[src/rtl/bank_arbiter_pkg.sv]
// Shared widths, slot/tag payloads and port helpers for the four-port bank arbiter.
package bank_arbiter_pkg;

    localparam int unsigned BA_NUM_PORTS = 4;
    localparam int unsigned BA_REG_SIZE  = 8;
    localparam int unsigned BA_PORT_ID_W = 2;

    typedef logic [BA_REG_SIZE-1:0]  reg_t;
    typedef logic [BA_PORT_ID_W-1:0] port_id_t;

    // Request captured in a per-port holding slot
    typedef struct packed {
        logic we;
        reg_t addr;
        reg_t wdata;
    } slot_t;

    // Tag that follows a granted command down the response pipeline
    typedef struct packed {
        logic     valid;
        port_id_t port;
        logic     we;
    } tag_t;

    function automatic logic [BA_NUM_PORTS-1:0] port_onehot(input port_id_t id);
        port_onehot = BA_NUM_PORTS'(1) << id;
    endfunction

endpackage

[src/rtl/bank_arbiter_rr.sv]
// Stateless four-way round-robin picker; search starts one past the last grant.
module rr_arbiter4
    import bank_arbiter_pkg::*;
(
    input  logic [BA_NUM_PORTS-1:0] req,
    input  port_id_t                last_gnt,
    output logic [BA_NUM_PORTS-1:0] gnt,
    output port_id_t                gnt_id
);

    port_id_t w_idx;
    logic     w_found;

    always_comb begin
        gnt     = '0;
        gnt_id  = '0;
        w_found = 1'b0;
        w_idx   = '0;
        // k wraps to last_gnt itself on the final probe
        for (int k = 1; k <= int'(BA_NUM_PORTS); k++) begin
            w_idx = last_gnt + port_id_t'(k);
            if (!w_found && req[w_idx]) begin
                w_found     = 1'b1;
                gnt[w_idx]  = 1'b1;
                gnt_id      = w_idx;
            end
        end
    end

endmodule

[src/rtl/bank_arbiter.sv]
// Four-port single-bank arbiter: per-port holding slots, round-robin grant,
// registered bank command and a two-stage tag pipeline that returns responses.
module bank_arbiter
    import bank_arbiter_pkg::*;
#(
    parameter int unsigned NUM_PORTS = BA_NUM_PORTS,
    parameter int unsigned REG_SIZE  = BA_REG_SIZE
) (
    input  logic                          clk,
    input  logic                          reset,
    input  logic [NUM_PORTS-1:0]          in_valid,
    output logic [NUM_PORTS-1:0]          in_ready,
    input  logic [NUM_PORTS-1:0]          in_we,
    input  logic [NUM_PORTS*REG_SIZE-1:0] in_addr,
    input  logic [NUM_PORTS*REG_SIZE-1:0] in_wdata,
    output logic [REG_SIZE-1:0]           bank_addr,
    output logic [REG_SIZE-1:0]           bank_wdata,
    output logic                          bank_re,
    output logic                          bank_we,
    input  logic [REG_SIZE-1:0]           bank_rdata,
    output logic [NUM_PORTS-1:0]          rsp_valid,
    output logic                          rsp_we,
    output logic [REG_SIZE-1:0]           rsp_data,
    output logic                          busy
);

    logic [NUM_PORTS-1:0] r_slot_full;
    slot_t                r_slot [BA_NUM_PORTS];
    port_id_t             r_last_gnt;
    logic [REG_SIZE-1:0]  r_bank_addr;
    logic [REG_SIZE-1:0]  r_bank_wdata;
    logic                 r_bank_re;
    logic                 r_bank_we;
    tag_t                 r_s1;
    tag_t                 r_s2;

    logic [NUM_PORTS-1:0] w_gnt;
    port_id_t             w_gnt_id;
    logic                 w_any;
    slot_t                w_winner;

    rr_arbiter4 u_rr (
        .req      (r_slot_full),
        .last_gnt (r_last_gnt),
        .gnt      (w_gnt),
        .gnt_id   (w_gnt_id)
    );

    assign w_any    = |r_slot_full;
    assign w_winner = r_slot[w_gnt_id];

    // Slot load/clear; a granted slot is full, so it never collides with a load
    always_ff @(posedge clk or negedge reset) begin
        if (!reset) begin
            r_slot_full <= '0;
            for (int i = 0; i < int'(BA_NUM_PORTS); i++) begin
                r_slot[i] <= '0;
            end
        end else begin
            for (int i = 0; i < int'(BA_NUM_PORTS); i++) begin
                if (w_gnt[i]) begin
                    r_slot_full[i] <= 1'b0;
                end else if (in_valid[i] && !r_slot_full[i]) begin
                    r_slot_full[i]    <= 1'b1;
                    r_slot[i].we      <= in_we[i];
                    r_slot[i].addr    <= in_addr[i*REG_SIZE +: REG_SIZE];
                    r_slot[i].wdata   <= in_wdata[i*REG_SIZE +: REG_SIZE];
                end
            end
        end
    end

    // Bank command issue; address/data hold when nothing is granted
    always_ff @(posedge clk or negedge reset) begin
        if (!reset) begin
            r_bank_addr  <= '0;
            r_bank_wdata <= '0;
            r_bank_re    <= 1'b0;
            r_bank_we    <= 1'b0;
            r_last_gnt   <= port_id_t'(BA_NUM_PORTS - 1);
        end else if (w_any) begin
            r_bank_addr  <= w_winner.addr;
            r_bank_wdata <= w_winner.wdata;
            r_bank_re    <= ~w_winner.we;
            r_bank_we    <= w_winner.we;
            r_last_gnt   <= w_gnt_id;
        end else begin
            r_bank_re    <= 1'b0;
            r_bank_we    <= 1'b0;
        end
    end

    // Response tag pipeline: stage 1 aligns with the command, stage 2 with bank data
    always_ff @(posedge clk or negedge reset) begin
        if (!reset) begin
            r_s1 <= '0;
            r_s2 <= '0;
        end else begin
            r_s1.valid <= w_any;
            r_s1.port  <= w_gnt_id;
            r_s1.we    <= w_winner.we;
            r_s2       <= r_s1;
        end
    end

    // Bank read data arrives in the response cycle, so the response is decoded from stage 2
    always_comb begin
        rsp_valid = '0;
        rsp_we    = 1'b0;
        rsp_data  = '0;
        if (r_s2.valid) begin
            rsp_valid = port_onehot(r_s2.port);
            rsp_we    = r_s2.we;
            if (!r_s2.we) begin
                rsp_data = bank_rdata;
            end
        end
    end

    assign in_ready   = ~r_slot_full;
    assign busy       = w_any | r_s1.valid | r_s2.valid;
    assign bank_addr  = r_bank_addr;
    assign bank_wdata = r_bank_wdata;
    assign bank_re    = r_bank_re;
    assign bank_we    = r_bank_we;

endmodule

[config.mk]
export PLATFORM = sky130hd
export DESIGN_NAME = bank_arbiter
export DESIGN_NICKNAME = d
export VERILOG_FILES = /design/src/rtl/bank_arbiter_pkg.sv /design/src/rtl/bank_arbiter_rr.sv /design/src/rtl/bank_arbiter.sv
export SDC_FILE = /design/constraint.sdc
export NUM_CORES = 1
export LEC_CHECK = 0
export ABC_AREA = 0
export BUFFER_PORTS_ARGS = -buffer_cell sky130_fd_sc_hd__buf_2
export CAP_MARGIN = 20
export CORE_MARGIN = 1.5
export CORE_UTILIZATION = 47
export DETAILED_ROUTE_END_ITERATION = 10
export PLACE_DENSITY = 0.74
export SYNTH_ARGS = -nofsm -noshare
export SYNTH_HDL_FRONTEND = slang
export SYNTH_SLANG_ARGS = --single-unit
[constraint.sdc]
create_clock -name clk -period 11.1 [get_ports clk]
set_input_delay 2.22 -clock clk [delete_from_list [all_inputs] [get_ports clk]]
set_output_delay 2.22 -clock clk [all_outputs]
set_load 0.005 [all_outputs]
# [Word-level counts from Yosys, hierarchy flattened]
# Cells that the tools add are included.
[word_totals] regBits=100 in_bits=82 elab_cells=123
[classes] n_addsub=3 magnitude_cmp=9 n_shift=1 muxes=44 n_bitwise=12 n_reduce_logical=27
[op_table] operator="17-bit binary-select mux with 2-bit select" count=1
[op_table] operator="17-bit two-way mux" count=2
[op_table] operator="1-bit two-way mux" count=22
[op_table] operator="4-bit two-way mux" count=5
[op_table] operator="8-bit two-way mux" count=2
[op_table] operator="2-bit by 3-bit less-than comparator with 1-bit output (second input constant)" count=4
[op_table] operator="4-bit bitwise OR" count=3
[op_table] operator="1-bit logical AND" count=11
[op_table] operator="1-bit binary-select mux with 2-bit select" count=4
[op_table] operator="1-bit demux with 2-bit select" count=4
[op_table] operator="2-bit by 1-bit greater-or-equal comparator with 1-bit output (second input constant)" count=4
[op_table] operator="2-bit two-way mux" count=4
[op_table] operator="2-bit AND reduction" count=4
[op_table] operator="2-bit nonzero test" count=4
[op_table] operator="1-bit logical NOT" count=7
[op_table] operator="1-bit inverter" count=5
[op_table] operator="2-bit adder (second input constant)" count=2
[op_table] operator="4-bit inverter" count=1
[op_table] operator="4-bit OR reduction" count=1
[op_table] operator="1-bit by 2-bit << shifter with 4-bit output (first input constant)" count=1
[op_table] operator="3-bit greater-or-equal comparator (second input constant)" count=1
[op_table] operator="2-bit inverter with 3-bit output" count=1
[op_table] operator="2-bit by 1-bit adder with 2-bit output (second input constant)" count=1
[op_table] operator="1-bit bitwise OR" count=2

# [Longest topological paths before layout]
[logic_depth] ltp_word=19 mapped_depth=14 ltp_nobuf=8

# [Cells and area by module]
# From an unflattened synthesis, not the netlist that was laid out.
[unflattened] hier_cells=309 area_unflattened_um2=4704.5
[modules_own_cells] mod="bank_arbiter" instances=1 cells_each=250 area_per_inst_um2=4214.0
[modules_own_cells] mod="rr_arbiter4" instances=1 cells_each=59 area_per_inst_um2=490.5

# [Worst setup path before layout]
# OpenSTA, ideal clock, no wires.
[synth_path] path_type="in2out" start="in bank_rdata[0]" end="out rsp_data[0]" t_arrival_ns=2.345 t_required_ns=8.880 path_slack_ns=6.535 cell_stages=1 path_buffers=0 path_cell_list="and2_1"
[synth_via] elab_chain_cells=2
[synth_rtl] item="start, declared" line_no="bank_arbiter.sv:20" rtl="input logic [REG_SIZE-1:0] bank_rdata,"
[synth_rtl] item="8-bit two-way mux" line_no="bank_arbiter.sv:114" rtl="if (!r_s2.we) begin"
[synth_rtl] item="8-bit two-way mux" line_no="bank_arbiter.sv:111" rtl="if (r_s2.valid) begin"
[synth_rtl] item="end, declared" line_no="bank_arbiter.sv:23" rtl="output logic [REG_SIZE-1:0] rsp_data,"
# Every way passes these cells.

# [Final worst setup path]
[layout_path] start="reg r_last_gnt[0]" end="reg r_bank_re, in the netlist bank_re"
[layout_via] elab_chain_cells=19 word_cells_on_any_way=30
[layout_rtl] item="start, declared" line_no="bank_arbiter.sv:29" rtl="port_id_t r_last_gnt;"
[layout_rtl] item="start signal, assigned" line_no="bank_arbiter.sv:80" rtl="r_last_gnt <= port_id_t'(BA_NUM_PORTS - 1);"
[layout_rtl] item="start signal, assigned" line_no="bank_arbiter.sv:86" rtl="r_last_gnt <= w_gnt_id;"
[layout_rtl] item="2-bit by 1-bit adder with 2-bit output" line_no="bank_arbiter_rr.sv:21" rtl="w_idx = last_gnt + port_id_t'(k);"
[layout_rtl] item="1-bit binary-select mux with 2-bit select" line_no="bank_arbiter_rr.sv:22" rtl="if (!w_found && req[w_idx]) begin"
[layout_rtl] item="1-bit two-way mux (implied by the code)" line_no="bank_arbiter_rr.sv:22"
[layout_rtl] item="1-bit two-way mux" line_no="bank_arbiter_rr.sv:22"
[layout_rtl] item="1-bit logical NOT" line_no="bank_arbiter_rr.sv:22"
[layout_rtl] item="1-bit logical AND" line_no="bank_arbiter_rr.sv:22"
[layout_rtl] item="1-bit two-way mux" line_no="bank_arbiter_rr.sv:22"
[layout_rtl] item="1-bit logical NOT" line_no="bank_arbiter_rr.sv:22"
[layout_rtl] item="(+2 left out)"
[layout_rtl] item="1-bit logical NOT" line_no="bank_arbiter_rr.sv:22"
[layout_rtl] item="1-bit logical AND" line_no="bank_arbiter_rr.sv:22"
[layout_rtl] item="2-bit two-way mux (*)" line_no="bank_arbiter_rr.sv:22"
[layout_rtl] item="2-bit inverter with 3-bit output (implied by the code) (*)" line_no="bank_arbiter.sv:50" rtl="assign w_winner = r_slot[w_gnt_id];"
[layout_rtl] item="17-bit binary-select mux with 2-bit select (*)" line_no="bank_arbiter.sv:50"
[layout_rtl] item="17-bit two-way mux (implied by the code) (*) (2 in series)" line_no="bank_arbiter.sv:50"
[layout_rtl] item="1-bit inverter (*)" line_no="bank_arbiter.sv:84" rtl="r_bank_re <= ~w_winner.we;"
[layout_rtl] item="1-bit two-way mux (*)" line_no="bank_arbiter.sv:81" rtl="end else if (w_any) begin"
[layout_rtl] item="end signal, assigned" line_no="bank_arbiter.sv:84"
[layout_rtl] item="end, declared" line_no="bank_arbiter.sv:32" rtl="logic r_bank_re;"
# Every way passes the cells marked *; elsewhere a longest branch is shown, timed or not. The select of a mux whose other input is x is not followed.
# A chain may end at the register's enable or synchronous reset.

==> flow_metrics.py <==
metrics = {
    "outcome": {
        "status": "finished, final reports clean",
    },
    "worst_setup_path": {
        "crit_fanout": 56,
        "r2r-start": "r_last_gnt[0]$_DFFE_PN1P_",
        "rr_endpoint": "bank_re$_DFF_PN0_",
        "path_buf_inv": 3,
        "critPathTopFamily": "compound AO/OA/AOI/OAI gates",
        "crit_chain": "buf_4, inv_1, ha_1, mux4_2, a31oi_4, o31ai_4, a21oi_2, buf_4, mux2i_1, a22o_1",
        "cp-end-kind": "flip-flop",
        "max_stage_delay_ns": 0.67,
        "cpMaxStageDelayCell": "ha_1",
        "worstSetupPathType": "reg2reg",
        "critPathMostFrequentCell": "buf_4",
        "r2r_setup_slack_ns": 6.17,
        "reg2regPathDepth": 10,
        "worstPathArrival_ns": 5.21,
        "required_ns": 11.38,
        "startpoint_type": "flip-flop",
    },
    "drt": {
        "drt_iter0_markers": 427,
        "met3_length_microns": 743,
        "antenna_left": 0,
        "wl_met2_microns": 6270,
        "top_layer_used": "met4",
        "via_count": 4098,
        "route.detailed.drc": 0,
        "drt_wl_total_microns": 13100,
        "wl_per_cell_microns": 18.6,
        "met1_length_microns": 5910,
        "dr.pass1.iters": 4,
        "post_drt_via_cell_ratio": 5.81,
    },
    "logic_synthesis": {
        "synth_compound_gate_area_share": 0.144,
        "synthSimpleGateAreaFrac": 0.108,
        "synthArstFlopShare": 1.00,
        "ys.flop_type": "dfrtp_1",
        "yosys.area_share.xor_xnor": 0,
        "syn-cell-area_sq_um": 5480,
        "yosys.area_share.adder": 0.0183,
        "synth_edf_count": 0,
        "syn_nets": 547,
        "yosysUniqueCellTypes": 56,
        "synthMuxAreaShare": 0.215,
        "yosysSeqAreaShare": 0.457,
        "synth_top_family_by_area": "multiplexers",
        "netlist.area_leader.share": 0.447,
        "synthCells": 457,
        "ys_ff_latch": 100,
        "synth_area_leaders": "dfrtp_1 45%, mux2_2 9.4%, mux2_4 6.6%",
        "synth.largest_area_cell": "dfrtp_1",
        "yosysWarnings": 0,
        "avgSynthCellArea_sq_um": 12.0,
    },
    "clocking": {
        "h-tree-depth": 3,
        "cts_buffers": 9,
        "cts_resized": 0,
        "ctsHoldBuffers": 0,
        "path_clk_slew_ns": 0.08,
        "cts_tree": "done",
        "clkLatencyLatePin_ns": 0.35,
        "clock_sinks": 100,
        "cts_root_buf": "clkbuf_16",
        "post_cts_buffers": 0,
        "cts_buffer_depth": 2,
    },
    "sta": {
        "period_share": 0.444,
        "report.final.slew_viol_count": 0,
        "finalHoldViolCount": 0,
        "finalSetupViolCount": 0,
        "fmax_mhz": 203,
        "rsz0062_at_grt": "no",
        "tightest_slew_ns": 0.837,
        "hold_ws_ns": 0.360,
        "max-slew-margin-rel": 0.442,
        "period_minus_slack_ns": 4.93,
        "tns_ns": 0,
        "finClkSkew_ns": 0.0160,
    },
    "placement": {
        "gp_congestion": 0.846,
        "place_inst": 688,
        "port_buffers": 117,
        "dpl.hpwl_microns": 9380,
    },
    "worst_hold_path": {
        "hp-start": "r_s1[0]$_DFF_PN0_",
        "hold_depth": 0,
        "min_path_type": "reg2reg",
        "min_to": "r_s2[0]$_DFF_PN0_",
    },
    "global_routing": {
        "grt_pass1_vias": 4075,
        "grt_util_all_layers": 0.216,
        "antenna_found_initial": 0,
        "grt.overflow.total": 0,
        "grt_max_degree": 57,
        "grt_pass1_wl_microns": 21200,
    },
    "final_layout": {
        "layout-drive-gt1-share": 0.429,
        "n_antenna_cell": 0,
        "syn_to_final_growth_pct": 16.8,
        "final_cells": 705,
        "nets": 647,
    },
    "floorplan": {
        "fp.dieH_microns": 111,
        "fp.dieW_microns": 111,
        "initial_utilization": 0.480,
        "num_io_pins": 118,
        "die-area_sq_um": 12300,
        "rows": 39,
        "core_sq_um": 11400,
    },
    "job": {
        "drv_cap": 0,
    },
}
==> layout make-up <==
type                            instances  area (sq um)
Timing Repair Buffer                  123           633
Inverter                               24          90.1
Multi-Input combinational cell        299          2670
Clock inverter                          6          86.3
Fill cell                             971          5010
Tap cell                              143           179
Clock buffer                           10           239
Sequential cell                       100          2500
==> how the worst max path moves through the flow <==
stage / slack [ns] / to / cells past startpoint / from
after floorplan: 6.54 / rsp_data[0] / 1 / bank_rdata[0]
after global placement: 6.33 / rsp_data[0] / 3 / bank_rdata[0]
after detailed placement: 6.24 / bank_re$_DFF_PN0_ / 10 / r_last_gnt[0]$_DFFE_PN1P_
after CTS: 6.19 / bank_re$_DFF_PN0_ / 10 / r_last_gnt[0]$_DFFE_PN1P_
after global routing: 5.83 / r_s1[0]$_DFF_PN0_ / 10 / r_last_gnt[0]$_DFFE_PN1P_
final: 6.17 / bank_re$_DFF_PN0_ / 10 / r_last_gnt[0]$_DFFE_PN1P_
==> state kept, by name, summed over array words and instances (netlist names) <==
signal	count
bank_addr	8
bank_re	1
bank_wdata	8
bank_we	1
r_last_gnt	2
r_s1	4
r_s2	4
r_slot	68
r_slot_full	4
==> cell usage after synthesis (all sizes together), types with 4 or more instances <==
library cell,n
mux4,4
a211oi,16
and2,10
o21a,4
inv,24
a31oi,19
nand3,27
a2bb2oi,4
a221oi,4
dfrtp,98
o21ai,19
nor2,24
mux2i,21
o211ai,18
buf,18
nand2,6
ha,8
clkbuf,16
mux2,70
nand4b,16
==> per-stage QoR <==
step | utilization | area (sq um) | setup WS [ns]
final | 0.561 | 6400 | 6.17
after global routing | 0.561 | 6400 | 5.83
after CTS | 0.560 | 6400 | 6.19
after detailed placement | 0.532 | 6070 | 6.24
after global placement | 0.532 | 6070 | 6.33
after floorplan | - | 5480 | 6.54
==> logic make-up after synthesis <==
kind of cell	Yosys count
fa+ha+maj	8
compound gates	98
buf+inv	58
simple gates	98
mux	95
flops	100
==> worst reg2reg max path: cells and delay by family, from the launching register on <==
| family | cells | cell delay, ns |
|---|---|---|
| adders and majority gates | 1 | 0.68 |
| AOI/OAI and AO/OA | 4 | 1.38 |
| DFF | 1 | 0.52 |
| buffers and inverters | 3 | 1.34 |
| muxes | 2 | 0.96 |
==> layout by cell type, fill, tap and decap left out, types with 10 or more instances in the layout <==
| cell type | synthesis | routed |
|---|---|---|
| buf_2 | 4 | 116 |
| dfrtp_1 | 98 | 98 |
| mux2_2 | 46 | 46 |
| nor2_1 | 24 | 24 |
| mux2_4 | 24 | 24 |
| inv_1 | 23 | 23 |
| nand3_1 | 23 | 23 |
| mux2i_1 | 21 | 21 |
| o21ai_0 | 19 | 19 |
| a31oi_1 | 18 | 18 |
| o211ai_1 | 18 | 18 |
| nand4b_1 | 16 | 16 |
| and2_1 | 10 | 10 |
==> routing by layer <==
layer	up-vias	global-route usage
met5	-	0
met1	2024	0.306
li1	1887	-
met3	19	0.0344
met2	168	0.346
met4	0	0.0581
Power is left out: the tool's default activity adds up to more than one toggle a clock period on the data nets, which glitch-free logic cannot reach.
